<file path="config.mk">
export PLATFORM = sky130hd
export DESIGN_NAME = pot_scan_sequencer_flat
export DESIGN_NICKNAME = d
export VERILOG_FILES = /design/src/rtl/pot_scan_sequencer_pkg.sv /design/src/rtl/pot_scan_sequencer_if.sv /design/src/rtl/pot_scan_sequencer_iir_step.sv /design/src/rtl/pot_scan_sequencer.sv /design/src/flat_wrapper.sv
export SDC_FILE = /design/constraint.sdc
export NUM_CORES = 1
export LEC_CHECK = 0
export ABC_AREA = 1
export CORE_UTILIZATION = 50
export CTS_CLUSTER_DIAMETER = 50
export DETAILED_ROUTE_END_ITERATION = 16
export PLACE_DENSITY = 0.79
export SKIP_LAST_GASP = 1
export SLEW_MARGIN = 25
export SYNTH_ARGS = -nofsm -noshare
export SYNTH_HDL_FRONTEND = slang
export SYNTH_HIERARCHICAL = 1
export SYNTH_SLANG_ARGS = --single-unit
</file>
<file path="constraint.sdc">
create_clock -name clk -period 2.1 [get_ports clk]
set_input_delay 0.42 -clock clk [delete_from_list [all_inputs] [get_ports clk]]
set_output_delay 0.42 -clock clk [all_outputs]
set_load 0.05 [all_outputs]
</file>
<file path="src/rtl/pot_scan_sequencer_pkg.sv">
`default_nettype none
// ============================================================================
//  Module      : eq_pot_pkg
//  Description : Shared types and constants for the pot scan sequencer:
//                FSM states, pot indices and the pot-to-A2D channel map.
//  Revision    : 1.0 - initial release
// ============================================================================
package eq_pot_pkg;

    localparam int NUM_POTS = 6;

    typedef enum logic [1:0] {
        IDLE  = 2'd0,
        START = 2'd1,
        WAIT  = 2'd2,
        GAP   = 2'd3
    } state_t;

    typedef enum logic [2:0] {
        LP  = 3'd0,
        B1  = 3'd1,
        B2  = 3'd2,
        B3  = 3'd3,
        HP  = 3'd4,
        VOL = 3'd5
    } pot_idx_t;

    // A2D channel wired to each pot, indexed by pot_idx_t
    localparam logic [2:0] CH_MAP [NUM_POTS] = '{3'd1, 3'd0, 3'd4, 3'd2, 3'd3, 3'd7};

endpackage
`default_nettype wire

</file>
<file path="src/rtl/pot_scan_sequencer_if.sv">
`default_nettype none
// ============================================================================
//  Module      : pot_scan_sequencer_if
//  Description : Start/complete handshake between the pot scan sequencer
//                (master) and the shared SPI A2D interface block (slave).
//  Revision    : 1.0 - initial release
// ============================================================================
interface pot_scan_sequencer_if;

    logic        a2d_strt;
    logic [2:0]  a2d_chnnl;
    logic        a2d_cnv_cmplt;
    logic [11:0] a2d_res;

    modport master (
        output a2d_strt,
        output a2d_chnnl,
        input  a2d_cnv_cmplt,
        input  a2d_res
    );

    modport slave (
        input  a2d_strt,
        input  a2d_chnnl,
        output a2d_cnv_cmplt,
        output a2d_res
    );

endinterface
`default_nettype wire

</file>
<file path="src/rtl/pot_scan_sequencer_iir_step.sv">
`default_nettype none
// ============================================================================
//  Module      : pot_iir_step
//  Description : One smoothing step, nxt = (3*cur + sample) >> 2, computed on
//                a 14-bit intermediate and truncated.
//  Revision    : 1.0 - initial release
// ============================================================================
module pot_iir_step (
    input  logic [11:0] cur_val,
    input  logic [11:0] sample,
    output logic [11:0] nxt_val
);

    // 3*4095 + 4095 fits in 14 bits, so the sum never overflows before the shift
    assign nxt_val = 12'(({2'b00, cur_val} * 14'd3 + {2'b00, sample}) >> 2);

endmodule
`default_nettype wire

</file>
<file path="src/rtl/pot_scan_sequencer.sv">
`default_nettype none
// ============================================================================
//  Module      : pot_scan_sequencer
//  Description : Round-robin scheduler for the shared A2D reading the six
//                slide pots (LP, B1, B2, B3, HP, VOL). Issues one conversion
//                per pot, captures results into per-band gain registers,
//                flags conversions that never complete.
//                Optional build macro POT_IIR_EN: smooth every accepted
//                result as pot <= (3*pot + res) >> 2 instead of direct load.
//  Revision    : 1.0 - initial release
// ============================================================================
module pot_scan_sequencer
    import eq_pot_pkg::*;
#(
    parameter int          SCAN_GAP = 1024,
    parameter int          TIMEOUT  = 4096,
    parameter logic [11:0] RST_VAL  = 12'h800
) (
    input  logic                 clk,
    input  logic                 rst,
    input  logic                 scan_en,
    pot_scan_sequencer_if.master a2d,
    output logic [11:0]          LP_pot,
    output logic [11:0]          B1_pot,
    output logic [11:0]          B2_pot,
    output logic [11:0]          B3_pot,
    output logic [11:0]          HP_pot,
    output logic [11:0]          VOL_pot,
    output logic                 scan_done,
    output logic                 tmo_err,
    output logic [2:0]           tmo_idx
);

    localparam int GAP_W = $clog2(SCAN_GAP + 1);
    localparam int TMO_W = $clog2(TIMEOUT + 1);

    state_t             state_q,     state_d;
    pot_idx_t           idx_q,       idx_d;
    logic [GAP_W-1:0]   gap_cnt_q,   gap_cnt_d;
    logic [TMO_W-1:0]   tmo_cnt_q,   tmo_cnt_d;
    logic [2:0]         chnnl_q,     chnnl_d;
    logic               scan_done_q, scan_done_d;
    logic               tmo_err_q,   tmo_err_d;
    logic [2:0]         tmo_idx_q,   tmo_idx_d;
    logic [11:0]        pot_q [NUM_POTS];
    logic [11:0]        pot_d [NUM_POTS];
    logic [11:0]        w_pot_upd;

`ifdef POT_IIR_EN
    pot_iir_step u_iir (
        .cur_val (pot_q[idx_q]),
        .sample  (a2d.a2d_res),
        .nxt_val (w_pot_upd)
    );
`else
    assign w_pot_upd = a2d.a2d_res;
`endif

    // Next-state, counters and capture logic for the scan FSM
    always_comb begin
        state_d     = state_q;
        idx_d       = idx_q;
        gap_cnt_d   = gap_cnt_q;
        tmo_cnt_d   = tmo_cnt_q;
        chnnl_d     = chnnl_q;
        scan_done_d = 1'b0;
        tmo_err_d   = tmo_err_q;
        tmo_idx_d   = tmo_idx_q;
        pot_d       = pot_q;

        case (state_q)
            IDLE: begin
                if (scan_en) state_d = START;
            end
            START: begin
                tmo_cnt_d = '0;
                state_d   = WAIT;
            end
            WAIT: begin
                tmo_cnt_d = tmo_cnt_q + 1'b1;
                // A completion on the last allowed cycle still counts as success
                if (a2d.a2d_cnv_cmplt) begin
                    pot_d[idx_q] = w_pot_upd;
                    gap_cnt_d    = '0;
                    state_d      = GAP;
                end else if (tmo_cnt_q == TMO_W'(TIMEOUT - 1)) begin
                    tmo_err_d = 1'b1;
                    tmo_idx_d = idx_q;
                    gap_cnt_d = '0;
                    state_d   = GAP;
                end
            end
            GAP: begin
                gap_cnt_d = gap_cnt_q + 1'b1;
                if (gap_cnt_q == GAP_W'(SCAN_GAP - 1)) begin
                    if (idx_q == VOL) begin
                        scan_done_d = 1'b1;
                        idx_d       = LP;
                    end else begin
                        idx_d = pot_idx_t'(idx_q + 3'd1);
                    end
                    state_d = scan_en ? START : IDLE;
                end
            end
            default: state_d = IDLE;
        endcase

        // Channel is latched on entry to START and held until the next one
        if (state_d == START) chnnl_d = CH_MAP[idx_d];
    end

    // State and datapath registers with synchronous reset
    always_ff @(posedge clk) begin
        if (rst) begin
            state_q     <= IDLE;
            idx_q       <= LP;
            gap_cnt_q   <= '0;
            tmo_cnt_q   <= '0;
            chnnl_q     <= CH_MAP[0];
            scan_done_q <= 1'b0;
            tmo_err_q   <= 1'b0;
            tmo_idx_q   <= 3'd0;
            pot_q       <= '{default: RST_VAL};
        end else begin
            state_q     <= state_d;
            idx_q       <= idx_d;
            gap_cnt_q   <= gap_cnt_d;
            tmo_cnt_q   <= tmo_cnt_d;
            chnnl_q     <= chnnl_d;
            scan_done_q <= scan_done_d;
            tmo_err_q   <= tmo_err_d;
            tmo_idx_q   <= tmo_idx_d;
            pot_q       <= pot_d;
        end
    end

    assign a2d.a2d_strt  = (state_q == START);
    assign a2d.a2d_chnnl = chnnl_q;
    assign scan_done     = scan_done_q;
    assign tmo_err       = tmo_err_q;
    assign tmo_idx       = tmo_idx_q;
    assign LP_pot        = pot_q[LP];
    assign B1_pot        = pot_q[B1];
    assign B2_pot        = pot_q[B2];
    assign B3_pot        = pot_q[B3];
    assign HP_pot        = pot_q[HP];
    assign VOL_pot       = pot_q[VOL];

endmodule
`default_nettype wire

</file>
<file path="src/flat_wrapper.sv">
// flat-port wrapper written by rule: the top's interface ports become plain ports
module pot_scan_sequencer_flat import eq_pot_pkg::*;
#(
    parameter int          SCAN_GAP = 1024,
    parameter int          TIMEOUT  = 4096,
    parameter logic [11:0] RST_VAL  = 12'h800
)
  (clk, rst, scan_en, LP_pot, B1_pot, B2_pot, B3_pot, HP_pot, VOL_pot, scan_done, tmo_err, tmo_idx, a2d_a2d_strt, a2d_a2d_chnnl, a2d_a2d_cnv_cmplt, a2d_a2d_res);
  pot_scan_sequencer_if a2d_i ();
  input  logic clk;
  input  logic rst;
  input  logic scan_en;
  output logic [11:0] LP_pot;
  output logic [11:0] B1_pot;
  output logic [11:0] B2_pot;
  output logic [11:0] B3_pot;
  output logic [11:0] HP_pot;
  output logic [11:0] VOL_pot;
  output logic scan_done;
  output logic tmo_err;
  output logic [2:0] tmo_idx;
  output wire logic [$bits(a2d_i.a2d_strt)-1:0] a2d_a2d_strt;
  output wire logic [$bits(a2d_i.a2d_chnnl)-1:0] a2d_a2d_chnnl;
  input wire logic [$bits(a2d_i.a2d_cnv_cmplt)-1:0] a2d_a2d_cnv_cmplt;
  input wire logic [$bits(a2d_i.a2d_res)-1:0] a2d_a2d_res;
  assign a2d_a2d_strt = a2d_i.a2d_strt;
  assign a2d_a2d_chnnl = a2d_i.a2d_chnnl;
  assign a2d_i.a2d_cnv_cmplt = a2d_a2d_cnv_cmplt;
  assign a2d_i.a2d_res = a2d_a2d_res;
  pot_scan_sequencer #(.SCAN_GAP(SCAN_GAP), .TIMEOUT(TIMEOUT), .RST_VAL(RST_VAL)) u_core (.clk(clk), .rst(rst), .scan_en(scan_en), .a2d(a2d_i), .LP_pot(LP_pot), .B1_pot(B1_pot), .B2_pot(B2_pot), .B3_pot(B3_pot), .HP_pot(HP_pot), .VOL_pot(VOL_pot), .scan_done(scan_done), .tmo_err(tmo_err), .tmo_idx(tmo_idx));
endmodule
</file>
# Yosys cells after proc, flatten, opt, wreduce, memory -nomap -nowiden

Memory sizes are Yosys's and may differ from the RTL's. A register that Yosys moved wholly into a read port is not among the register bits.
Cells that the tools add are included.

Flip-flop bits (word level): 106
Memory bits (read-only): 24
Bits of input ports: 16
Output and inout port bits: 81
Memories kept: 1

Add/sub/neg operators: 3
$lt $le $gt $ge: 2
Eq/ne operators: 8
Multiplexer cells: 17
Bitwise gates (word level): 5
Reduce and logical (&&, ||, !) cells: 8

Memories:

| memory           | depth | bits a word | read ports | clocked after memory_dff | write ports | RTL line                  | source |
|---|---|---|---|---|---|---|---|
| (name not given) | 8     | 3           | 1          | 1                        | 0           | pot_scan_sequencer.sv:109 | `if (state_d == START) chnnl_d = CH_MAP[idx_d];` |

Operators by type and width:

| operator                                                    | count |
|---|---|
| bitwise mux 72 bit                                          | 1 |
| demux 12 bit (select 3 bit)                                 | 1 |
| case mux 13 bit (2 select lines)                            | 1 |
| two-way mux 11 bit                                          | 2 |
| case mux 11 bit (2 select lines)                            | 1 |
| adder 13 x 1 -> 13 bit (second input constant)              | 1 |
| equality test 13 x 12 -> 1 bit (second input constant)      | 1 |
| two-way mux 12 bit                                          | 1 |
| adder 11 x 1 -> 11 bit (second input constant)              | 1 |
| equality test 11 x 10 -> 1 bit (second input constant)      | 1 |
| two-way mux 3 bit                                           | 3 |
| two-way mux 2 bit                                           | 4 |
| inverter 3 -> 4 bit                                         | 2 |
| case mux 2 bit (4 select lines)                             | 1 |
| equality test 2 x 1 -> 1 bit (second input constant)        | 2 |
| equality test 2 bit (second input constant)                 | 2 |
| greater-or-equal comparator 4 bit (second input constant)   | 1 |
| less-than comparator 4 x 1 -> 1 bit (second input constant) | 1 |
| AND reduction 2 bit                                         | 2 |
| nonzero test 2 bit                                          | 2 |
| adder 3 x 1 -> 3 bit (second input constant)                | 1 |
| equality test 3 bit (second input constant)                 | 1 |
| inequality test 3 x 2 -> 1 bit (second input constant)      | 1 |
| inverter 1 bit                                              | 3 |
| 5 further kinds                                             | 6 |

# Longest topological paths before layout

Depth in word-level cells: 6
Mapped depth: 14

# Least setup slack after synthesis

OpenSTA, ideal clock, no wires.

Kind: reg2reg
Start: register u_core.state_q[0]
End: register u_core.pot_q, in the netlist u_core/HP_pot[11]
Setup time: 0.133 ns
Arrival: 1.495 ns
Data required time: 1.967 ns
Setup slack: 0.471 ns
Cell stages (with the launch flop): 11
Buffers on the path: 1
Clock period less this slack: 1.629 ns
Cells stage by stage: dfxtp_1 -> inv_1 -> ha_1 -> nand2_1 -> nor2_1 -> inv_2 -> nor2_1 -> inv_2 -> buf_2 -> nand2_1 -> nand3_1

Longest elaborated chain between the ends: 2

RTL lines:

| element                              | RTL line                  | source |
|---|---|---|
| start, declared                      | pot_scan_sequencer.sv:37  | `state_t state_q, state_d;` |
| start signal, assigned               | pot_scan_sequencer.sv:125 | `state_q <= state_d;` |
| equality test 2 bit                  | pot_scan_sequencer.sv:71  | `case (state_q)` |
| AND reduction 2 bit (no source line) | -                         |  |
| end signal, assigned                 | pot_scan_sequencer.sv:133 | `pot_q <= pot_d;` |
| end, declared                        | pot_scan_sequencer.sv:45  | `logic [11:0] pot_q [NUM_POTS];` |

Every way passes these cells.
A chain may end at the register's enable or synchronous reset.

# Final worst setup path

Start: register u_core.pot_q, in the netlist u_core/HP_pot[5]
End: output HP_pot[5]

RTL lines:

| element       | RTL line           | source |
|---|---|---|
| end, declared | flat_wrapper.sv:17 | `output logic [11:0] HP_pot;` |

No word-level cell between the ends.

==> key figures <==
Synthesis
  – Yosys warnings: 6
  – Average size of a mapped cell: 7.36 µm²
  – #FFs+latches synth: 109
  – EDFF count, synth: 0
  – Synth top area cells: dfxtp_1 49%, nor2_1 14%, nand2_1 6.5%, o21ai_0 6.3%, inv_1 3.2%
  – Syn nets: 629
  – Post-Synthesis Cells: 607
  – Cell taking the most area after synthesis: dfxtp_1
  – Synth top area share: 48.8%
  – Top-count cell post-synth: nor2_1
  – Mapped cell area: 0.00447 mm²
  – Commonest cells post-synth: 168 x nor2_1, 109 x dfxtp_1, 77 x nand2_1
  – Sequential-to-total area share from yosys stat: 48.8%
  – Async SR Flop Fraction: 0%
  – Synth cell types: 35
  – Ys flop type: dfxtp_1

STA
  – Least-Margin Pin Slew: 553 ps
  – Clock Skews: 14.7 ps
  – Setup violations, final: 0
  – Fmax: 0.504 GHz
  – Setup repair after global routing missed its margin: no
  – Fin crit share: 94.4%
  – Rel. slew slack: 63.0%
  – Fin. Hold Viols: 0
  – Max-slew violation total from the final report: 0
  – Setup TNS: 0 ps
  – Fin crit period: 1980 ps

Finish
  – Area Overhead vs Synth: 28.2%
  – Share of cells above drive strength 1: 9.46%
  – Final Util: 66.0%
  – Non-filler cells in the finished layout: 816
  – Fillers: 765
  – Final #Nets: 725
  – Ant diodes: 0
  – Post-route cell area: 0.00573 mm²

Global routing
  – Largest net degree at the start of global routing: 29
  – Vias in the first global route: 4020
  – Antenna violations before repair: 0
  – First-pass GRT wire length: 18700 µm
  – Grt total ovfl: 0
  – Global-route usage over all layers: 26.2%

CTS
  – Longest Clk Path Bufs: 2
  – Post_cts resized: 0
  – Post-CTS setup buffer count: 0
  – H-tree Lvls: 3
  – Cts bufs inserted: 9
  – CTS tree: yes
  – Later-pin clock latency in the skew report: 370 ps
  – Sink Count: 109
  – CTS Hold Bufs: 0
  – Root buf cell: clkbuf_8
  – CTS clk-pin slew, worst paths: 100 ps

Detailed routing
  – First-pass iteration count of the detailed router: 5
  – 1st-iter DRT viols: 161
  – DR vias/cell: 5.18
  – DR DRC count: 0
  – Via count: 4227
  – Post-DRT Antenna Nets: 0
  – Total Routed Length: 11400 µm
  – Routed wire length per instance: 14.0 µm

Critical path
  – Worst Path Buf+Inv: 1
  – CP max FO: 2
  – Slowest CP cell: clkdlybuf4s50_1
  – Crit end category: output pin
  – Crit path DAT: 1560 ps
  – WP data required: 1680 ps
  – Slowest stage delay, CP: 850 ps
  – Largest delay share family, worst path: buffers and inverters
  – WS Path Type: flop to output pin
  – Crit path cell chain: clkdlybuf4s50_1
  – Crit path launch type: flop

Floorplanning
  – Site row count: 34
  – Die area: 0.00932 mm²
  – Die width: 96.5 µm
  – Core ar.: 0.00868 mm²
  – Initial core utilization: 51.5%
  – I/O Pins: 97
  – Die height: 96.5 µm

Placement
  – DP HPWL: 8200 µm
  – Final GP Congestion: 0.820
  – Port Buf Inserts: 96
  – Dpl cells: 800
  – Dpl cell area: 0.00554 mm²

Outcome
  – Outcome: complete, no violations

Flow run
  – Max_cap viols: 0

Pwr
  – Power per cell area: 622 mW/mm²
  – Total power: 3.56 mW
  – Leakage power: 2.36 nW
  – VDD IR max: 0.331 mV

Min path
  – HP Class: flop to flop
-- per-layer routing --
layer / wire, µm / share of wire (%) / GRT usage (%)
met1: 4800 / 42 / 31.8
met2: 5290 / 46 / 43.1
met4: 227 / 2.0 / 10.5
met5: 0 / 0 / 0
met3: 1110 / 9.7 / 8.22
-- metrics by stage --
stage	setup WS [ps]	hold slack, ps
finish	117	447
global route	23.6	464
CTS	103	451
detailed placement	158	435
global placement	261	433
floorplan	471	443
-- where the power goes --
| group | switching, mW | internal [mW] | leakage [nW] |
|---|---|---|---|
| Sequential | 0.0119 | 2.08 | 0.879 |
| Combinational | 0.179 | 0.0879 | 1.39 |
| Clock | 0.745 | 0.456 | 0.0898 |
| Total | 0.936 | 2.63 | 2.36 |
-- layout by cell type (no fill, tap or decap), drive strengths merged, types with 6 or more instances in the layout --
cell type | synthesis | final
nand2 | 80 | 80
nor3 | 9 | 9
o21ai | 80 | 80
nor2 | 176 | 176
nand3 | 31 | 31
dfxtp | 109 | 109
nand4 | 6 | 6
buf | 10 | 14
ha | 6 | 6
a21oi | 21 | 21
clkdlybuf4s50 | 0 | 95
inv | 51 | 54
clkbuf | 14 | 10
-- flip-flops by register name (all words and copies together) (netlist names) --
name,count
u_core/tmo_cnt_q,13
u_core/B1_pot,12
u_core/B2_pot,12
u_core/B3_pot,12
u_core/HP_pot,12
u_core/LP_pot,12
u_core/VOL_pot,12
u_core/gap_cnt_q,11
u_core/a2d.a2d_chnnl,3
u_core/idx_q,3
u_core/tmo_idx,3
u_core/state_q,2
u_core/scan_done,1
u_core/tmo_err,1
-- path summary, 6_finish.rpt --
kind | depth (start not counted) | slack, ps | start | endpoint
max | 1 | 120 | u_core/HP_pot[5]$_SDFFE_PP0P_ | HP_pot[5]
min | 2 | 450 | u_core/tmo_idx[2]$_SDFFE_PP0P_ | u_core/tmo_idx[2]$_SDFFE_PP0P_
max reg2reg | 8 | 190 | u_core/state_q[0]$_SDFF_PP0_ | u_core/tmo_cnt_q[10]$_SDFFE_PP0P_
min reg2reg | 2 | 450 | u_core/tmo_idx[2]$_SDFFE_PP0P_ | u_core/tmo_idx[2]$_SDFFE_PP0P_
-- kinds of logic (layout without fill, tap and decap cells) --
logic type | Yosys count | after routing | share of synthesized area (%)
buffers and inverters | 76 | 177 | 7.00
flip-flops | 109 | 109 | 48.8
AND/OR/NAND/NOR | 308 | 308 | 29.4
AO/OA/AOI/OAI | 106 | 106 | 12.7
adder cells (fa/ha/maj) | 6 | 6 | 1.68
XOR/XNOR | 2 | 2 | 0.392
-- area by class of cell --
class / instances / area (µm²) / share of cell area (%)
inverter: 52 / 195 / 3.41
tap: 108 / 135 / 2.36
multi-input combinational: 422 / 1980 / 34.5
timing repair buffer: 109 / 1060 / 18.4
clock inverter: 6 / 53.8 / 0.939
clock buffer: 10 / 128 / 2.23
sequential: 109 / 2180 / 38.1
Power figures use the tool's default switching activity.
